### config.mk
export PLATFORM = sky130hd
export DESIGN_NAME = lcs_uart_tx_flat
export DESIGN_NICKNAME = d
export VERILOG_FILES = /design/src/rtl/lcs_uart_tx_if.sv /design/src/rtl/lcs_uart_tx.sv /design/src/flat_wrapper.sv
export SDC_FILE = /design/constraint.sdc
export NUM_CORES = 1
export LEC_CHECK = 0
export ABC_AREA = 1
export CORE_ASPECT_RATIO = 0.5
export CORE_MARGIN = 2
export CORE_UTILIZATION = 40
export DETAILED_ROUTE_END_ITERATION = 6
export PLACE_DENSITY_LB_ADDON = 0.2
export SLEW_MARGIN = 0
export SYNTH_ARGS = -nofsm -noshare
export SYNTH_HDL_FRONTEND = slang
export SYNTH_SLANG_ARGS = --single-unit
export TNS_END_PERCENT = 1
### constraint.sdc
create_clock -name clk -period 1.9 [get_ports clk]
set_input_delay 0.57 -clock clk [delete_from_list [all_inputs] [get_ports clk]]
set_output_delay 0.57 -clock clk [all_outputs]
set_load 0.02 [all_outputs]
### src/rtl/lcs_uart_tx_if.sv
// lcs_uart_tx_if: request/data/serial-line bundle between the answer stage
// (master) and the serial transmitter (slave).
interface lcs_uart_tx_if;
   logic       req;
   logic [7:0] dataTx;
   logic       tx;
   logic       busy;
   logic       done;
   logic       overrun;

   modport master (output req, dataTx, input tx, busy, done, overrun);
   modport slave  (input req, dataTx, output tx, busy, done, overrun);
endinterface

### src/rtl/lcs_uart_tx.sv
// lcs_uart_tx: asynchronous serial byte transmitter (start, 8 data LSB first,
// optional even parity, STOP_BITS stop bits). A request is the rising edge of
// the synchronised req level; requests during a frame are dropped and flagged.
// Optional feature macro: LCS_UART_PARITY_EN inserts an even parity bit.
module lcs_uart_tx #(
   parameter int CLKS_PER_BIT = 16,
   parameter int STOP_BITS    = 1
) (
   input logic          clk,
   input logic          rst,
   lcs_uart_tx_if.slave bus
);

   localparam int            CW        = (CLKS_PER_BIT > 1) ? $clog2(CLKS_PER_BIT) : 1;
   localparam logic [CW-1:0] BAUD_LAST = CW'(CLKS_PER_BIT - 1);
   localparam logic [2:0]    STOP_LAST = 3'(STOP_BITS - 1);

`ifdef LCS_UART_PARITY_EN
   typedef enum logic [2:0] {IDLE = 3'd0, START = 3'd1, DATA = 3'd2, PARITY = 3'd3, STOP = 3'd4} state_t;

   function automatic logic even_parity(input logic [7:0] b);
      return ^b;
   endfunction
`else
   typedef enum logic [2:0] {IDLE = 3'd0, START = 3'd1, DATA = 3'd2, STOP = 3'd4} state_t;
`endif

   state_t          state_q, state_d;
   logic [2:0]      sync_rq_q;
   logic [CW-1:0]   baud_q, baud_d;
   logic [2:0]      bit_q, bit_d;
   logic [7:0]      shreg_q, shreg_d;
   logic            tx_q, tx_d;
   logic            busy_q, busy_d;
   logic            done_q, done_d;
   logic            overrun_q, overrun_d;
`ifdef LCS_UART_PARITY_EN
   logic            parity_q, parity_d;
`endif

   logic            rise_s;
   logic            wrap_s;

   assign rise_s = sync_rq_q[1] & ~sync_rq_q[2];
   assign wrap_s = (baud_q == BAUD_LAST);

   // Next-state and output logic for the frame sequencer.
   always_comb begin
      state_d   = state_q;
      baud_d    = baud_q;
      bit_d     = bit_q;
      shreg_d   = shreg_q;
      tx_d      = tx_q;
      busy_d    = busy_q;
      done_d    = 1'b0;
      overrun_d = 1'b0;
`ifdef LCS_UART_PARITY_EN
      parity_d  = parity_q;
`endif
      if (state_q == IDLE) begin
         tx_d   = 1'b1;
         busy_d = 1'b0;
         baud_d = {CW{1'b0}};
         bit_d  = 3'd0;
         if (rise_s) begin
            shreg_d  = bus.dataTx;
`ifdef LCS_UART_PARITY_EN
            parity_d = even_parity(bus.dataTx);
`endif
            state_d  = START;
            tx_d     = 1'b0;
            busy_d   = 1'b1;
         end else begin
            state_d  = IDLE;
         end
      end else begin
         // Frame in progress: a new edge is dropped, only flagged.
         overrun_d = rise_s;
         if (wrap_s) begin
            baud_d = {CW{1'b0}};
         end else begin
            baud_d = baud_q + {{(CW-1){1'b0}}, 1'b1};
         end
         case (state_q)
            START: begin
               if (wrap_s) begin
                  state_d = DATA;
                  tx_d    = shreg_q[0];
               end else begin
                  state_d = START;
               end
            end
            DATA: begin
               if (wrap_s) begin
                  shreg_d = {1'b0, shreg_q[7:1]};
                  if (bit_q == 3'd7) begin
                     bit_d   = 3'd0;
`ifdef LCS_UART_PARITY_EN
                     state_d = PARITY;
                     tx_d    = parity_q;
`else
                     state_d = STOP;
                     tx_d    = 1'b1;
`endif
                  end else begin
                     bit_d = bit_q + 3'd1;
                     tx_d  = shreg_q[1];
                  end
               end else begin
                  state_d = DATA;
               end
            end
`ifdef LCS_UART_PARITY_EN
            PARITY: begin
               if (wrap_s) begin
                  state_d = STOP;
                  tx_d    = 1'b1;
                  bit_d   = 3'd0;
               end else begin
                  state_d = PARITY;
               end
            end
`endif
            STOP: begin
               tx_d = 1'b1;
               if (wrap_s) begin
                  if (bit_q == STOP_LAST) begin
                     state_d = IDLE;
                     busy_d  = 1'b0;
                     done_d  = 1'b1;
                     bit_d   = 3'd0;
                  end else begin
                     bit_d = bit_q + 3'd1;
                  end
               end else begin
                  state_d = STOP;
               end
            end
            default: begin
               state_d = IDLE;
               tx_d    = 1'b1;
               busy_d  = 1'b0;
            end
         endcase
      end
   end

   // State, request synchroniser and registered outputs.
   always_ff @(posedge clk) begin
      if (rst) begin
         state_q   <= IDLE;
         sync_rq_q <= 3'b000;
         baud_q    <= {CW{1'b0}};
         bit_q     <= 3'd0;
         shreg_q   <= 8'h00;
         tx_q      <= 1'b1;
         busy_q    <= 1'b0;
         done_q    <= 1'b0;
         overrun_q <= 1'b0;
`ifdef LCS_UART_PARITY_EN
         parity_q  <= 1'b0;
`endif
      end else begin
         state_q   <= state_d;
         sync_rq_q <= {sync_rq_q[1:0], bus.req};
         baud_q    <= baud_d;
         bit_q     <= bit_d;
         shreg_q   <= shreg_d;
         tx_q      <= tx_d;
         busy_q    <= busy_d;
         done_q    <= done_d;
         overrun_q <= overrun_d;
`ifdef LCS_UART_PARITY_EN
         parity_q  <= parity_d;
`endif
      end
   end

   assign bus.tx      = tx_q;
   assign bus.busy    = busy_q;
   assign bus.done    = done_q;
   assign bus.overrun = overrun_q;

endmodule

### src/flat_wrapper.sv
// flat-port wrapper written by rule: the top's interface ports become plain ports
module lcs_uart_tx_flat 
#(
   parameter int CLKS_PER_BIT = 16,
   parameter int STOP_BITS    = 1
)
  (clk, rst, bus_req, bus_dataTx, bus_tx, bus_busy, bus_done, bus_overrun);
  lcs_uart_tx_if bus_i ();
  input logic clk;
  input logic rst;
  input wire logic [$bits(bus_i.req)-1:0] bus_req;
  input wire logic [$bits(bus_i.dataTx)-1:0] bus_dataTx;
  output wire logic [$bits(bus_i.tx)-1:0] bus_tx;
  output wire logic [$bits(bus_i.busy)-1:0] bus_busy;
  output wire logic [$bits(bus_i.done)-1:0] bus_done;
  output wire logic [$bits(bus_i.overrun)-1:0] bus_overrun;
  assign bus_i.req = bus_req;
  assign bus_i.dataTx = bus_dataTx;
  assign bus_tx = bus_i.tx;
  assign bus_busy = bus_i.busy;
  assign bus_done = bus_i.done;
  assign bus_overrun = bus_i.overrun;
  lcs_uart_tx #(.CLKS_PER_BIT(CLKS_PER_BIT), .STOP_BITS(STOP_BITS)) u_core (.clk(clk), .rst(rst), .bus(bus_i));
endmodule
==> metrics.cfg <==
[placed_design]
pre_cts_slack_ns = 0.2943
dpl.hpwl_um = 1703
port_buffers = 14
gp_congestion = 0.8616

[timing]
slew_violations = 0
setup-tns-final_ns = 0
fin_ws_ns = 0.1156
min_period_ns = 1.784
rsz0062_at_grt = false
fmax_mhz = 560.4
tightest_slew_ns = 0.3026
setup_viol = 0
clock_skew_ns = 0.007381
hold_violations = 0
period_share = 0.9392
slew_headroom = 0.7980

[synthesis]
synth_seq_cells = 25
yosys-top-cells-area = dfxtp_1 42%, nand2_1 14%, nor2_1 9.8%
synth_top_area_frac = 0.4215
yosysSeqAreaShare = 0.4215
avgSynthCellArea_um2 = 6.985
mappedNetlistArea_um2 = 1187
netlist_instances = 170
synth_largest_area_cell = dfxtp_1
synth_cell_types = 21
synth_warnings = 0
synthesis.nets = 185

[clocking]
cts_resized = 0
cts_num_sinks = 25
cts_setup_buffers = 0
clk_latency_ns = 0.27
cts_buffer_depth = 2
cts_made_buffers = 3
clk_pin_slew_worst_paths_ns = 0.09
cts_tree = yes
cts_root_buf = clkbuf_8
htreeDepth = 1
postCtsHoldBufs = 0

[setup_path]
endpoint = bus_tx
r2r_end = u_core.shreg_q[5]$_SDFFE_PP0P_
endpoint_kind = primary output
crit_cells = 1
max_stage_delay_ns = 0.61
cpMaxStageDelayCell = clkdlybuf4s50_1
crit_type = reg2out
r2r_start = u_core.baud_q[0]$_SDFF_PP0_
worstPathRequired_ns = 1.33
startpoint = u_core.bus.tx$_SDFFE_PP1P_
r2r_cells = 7
critPathMaxFanout = 2
worstPathCellList = clkdlybuf4s50_1
critPathLaunchType = flop
cp.arrival_ns = 1.21
critPathBufInv = 1
cp_top_family = buffers and inverters
reg2reg_slack_ns = 0.48

[layout]
drive_gt1_frac = 0.1058
final_nets = 205
final_cell_mix = 44 x nand2_1, 31 x nor2_1, 25 x dfxtp_1, 17 x inv_1, 14 x clkdlybuf4s50_1
antenna_cells = 0
final_common_cell = nand2_1
area_growth_pct = 20.76

[floorplanning]
io_pins = 15
die_w_um = 81.05
dieArea_um2 = 3447
core_area_um2 = 2700
start_util = 0.4398
die_h_um = 42.53
num_rows = 13

[global_route]
grt_pass1_wl_um = 3891
grt_start_max_net_pins = 15
grt_pass1_vias = 929
antenna_found_initial = 0
grt_remaining_overflow = 0
grtUsageTotal = 0.1465

[routing]
drc = 0
vias_per_cell = 4.544
drt_wl_total_um = 2246
wire_per_inst_um = 9.938
via_count = 1027
first_iter_violations = 22
firstDrtPassIters = 4
ant_nets = 0

[run]
maxCapViolCount = 0

[pwr]
ir_drop_uv = 250.8
power.density_nw_per_um2 = 665.5
p_leak_nw = 0.6670

[worst_hold_path]
min_path_cells = 2
hold_class = reg2reg

[run_status]
run_status = completed

==> worst min-delay path by stage <==
stage	end	startpoint
2_1_floorplan	u_core.sync_rq_q[1]$_SDFF_PP0_	u_core.sync_rq_q[0]$_SDFF_PP0_
3_3_place_gp	u_core.sync_rq_q[1]$_SDFF_PP0_	u_core.sync_rq_q[0]$_SDFF_PP0_
4_1_cts	u_core.sync_rq_q[1]$_SDFF_PP0_	u_core.sync_rq_q[0]$_SDFF_PP0_
6_report	u_core.sync_rq_q[1]$_SDFF_PP0_	u_core.sync_rq_q[0]$_SDFF_PP0_
5_1_grt	u_core.sync_rq_q[1]$_SDFF_PP0_	u_core.sync_rq_q[0]$_SDFF_PP0_
3_5_place_dp	u_core.sync_rq_q[1]$_SDFF_PP0_	u_core.sync_rq_q[0]$_SDFF_PP0_
==> metal layers <==
| layer | part of all wire | up-vias | routed length (um) | GRT usage |
|---|---|---|---|---|
| met4 | 0.0053 | 0 | 12 | 0.04746 |
| li1 | - | 568 | - | - |
| met5 | 0 | - | 0 | 0 |
| met3 | 0.034 | 2 | 76 | 0.05172 |
| met1 | 0.52 | 446 | 1169 | 0.1803 |
| met2 | 0.44 | 11 | 988 | 0.2397 |
==> metrics by stage <==
step             util  instance area [um^2]  hold slack (ns)  instances  total power [mW]
2_1_floorplan       -                  1187           0.3883        170            0.6141
3_3_place_gp   0.5139                  1388           0.3972        222            0.6546
3_5_place_dp   0.5139                  1388           0.4077        222            0.6553
4_1_cts        0.5310                  1434           0.4199        226            0.9683
5_1_grt        0.5310                  1434           0.4372        226             1.000
6_report       0.5310                  1434           0.4130        226            0.9543
==> flip-flops by register name, indices dropped and copies added, names as in the netlist <==
name                flops
u_core.baud_q           4
u_core.bit_q            3
u_core.bus.busy         1
u_core.bus.done         1
u_core.bus.overrun      1
u_core.bus.tx           1
u_core.shreg_q          8
u_core.state_q          3
u_core.sync_rq_q        3
==> power by group <==
| group | switching (mW) | leakage, nW | internal (mW) |
|---|---|---|---|
| combinational | 0.0494 | 0.438 | 0.0451 |
| clock | 0.166 | 0.0255 | 0.147 |
| sequential | 0.00827 | 0.203 | 0.539 |
==> area by class of cell <==
| cell class | count | area, um^2 |
|---|---|---|
| clock buffer | 3 | 41.29 |
| clock inverter | 1 | 5.005 |
| fill | 273 | 1266 |
| inverter | 19 | 71.32 |
| multi-input combinational | 124 | 606.8 |
| sequential | 25 | 500.5 |
| tap | 37 | 46.29 |
| timing repair buffer | 17 | 162.7 |
==> synthesized netlist by cell type <==
master	number
nor2_2	2
nand2_4	1
nand4_1	1
ha_1	4
nor2_1	31
o21a_1	1
o21ai_1	1
nand2_1	44
nor2_4	4
inv_1	17
a21oi_1	7
buf_2	1
nand2_2	4
nor3_1	1
o21ai_0	12
nand3_1	9
xnor2_1	1
dfxtp_1	25
clkbuf_1	1
inv_2	2
xor2_1	1
==> cells by family (layout without fill, tap and decap cells) <==
family,Yosys count,after routing,share of synthesized area
simple gates,97,97,0.3635
fa+ha+maj,4,4,0.04215
xor+xnor,2,2,0.01476
buf+inv,21,40,0.06743
compound gates,21,21,0.09062
flops,25,25,0.4215
(Power assumes the default switching activity.)
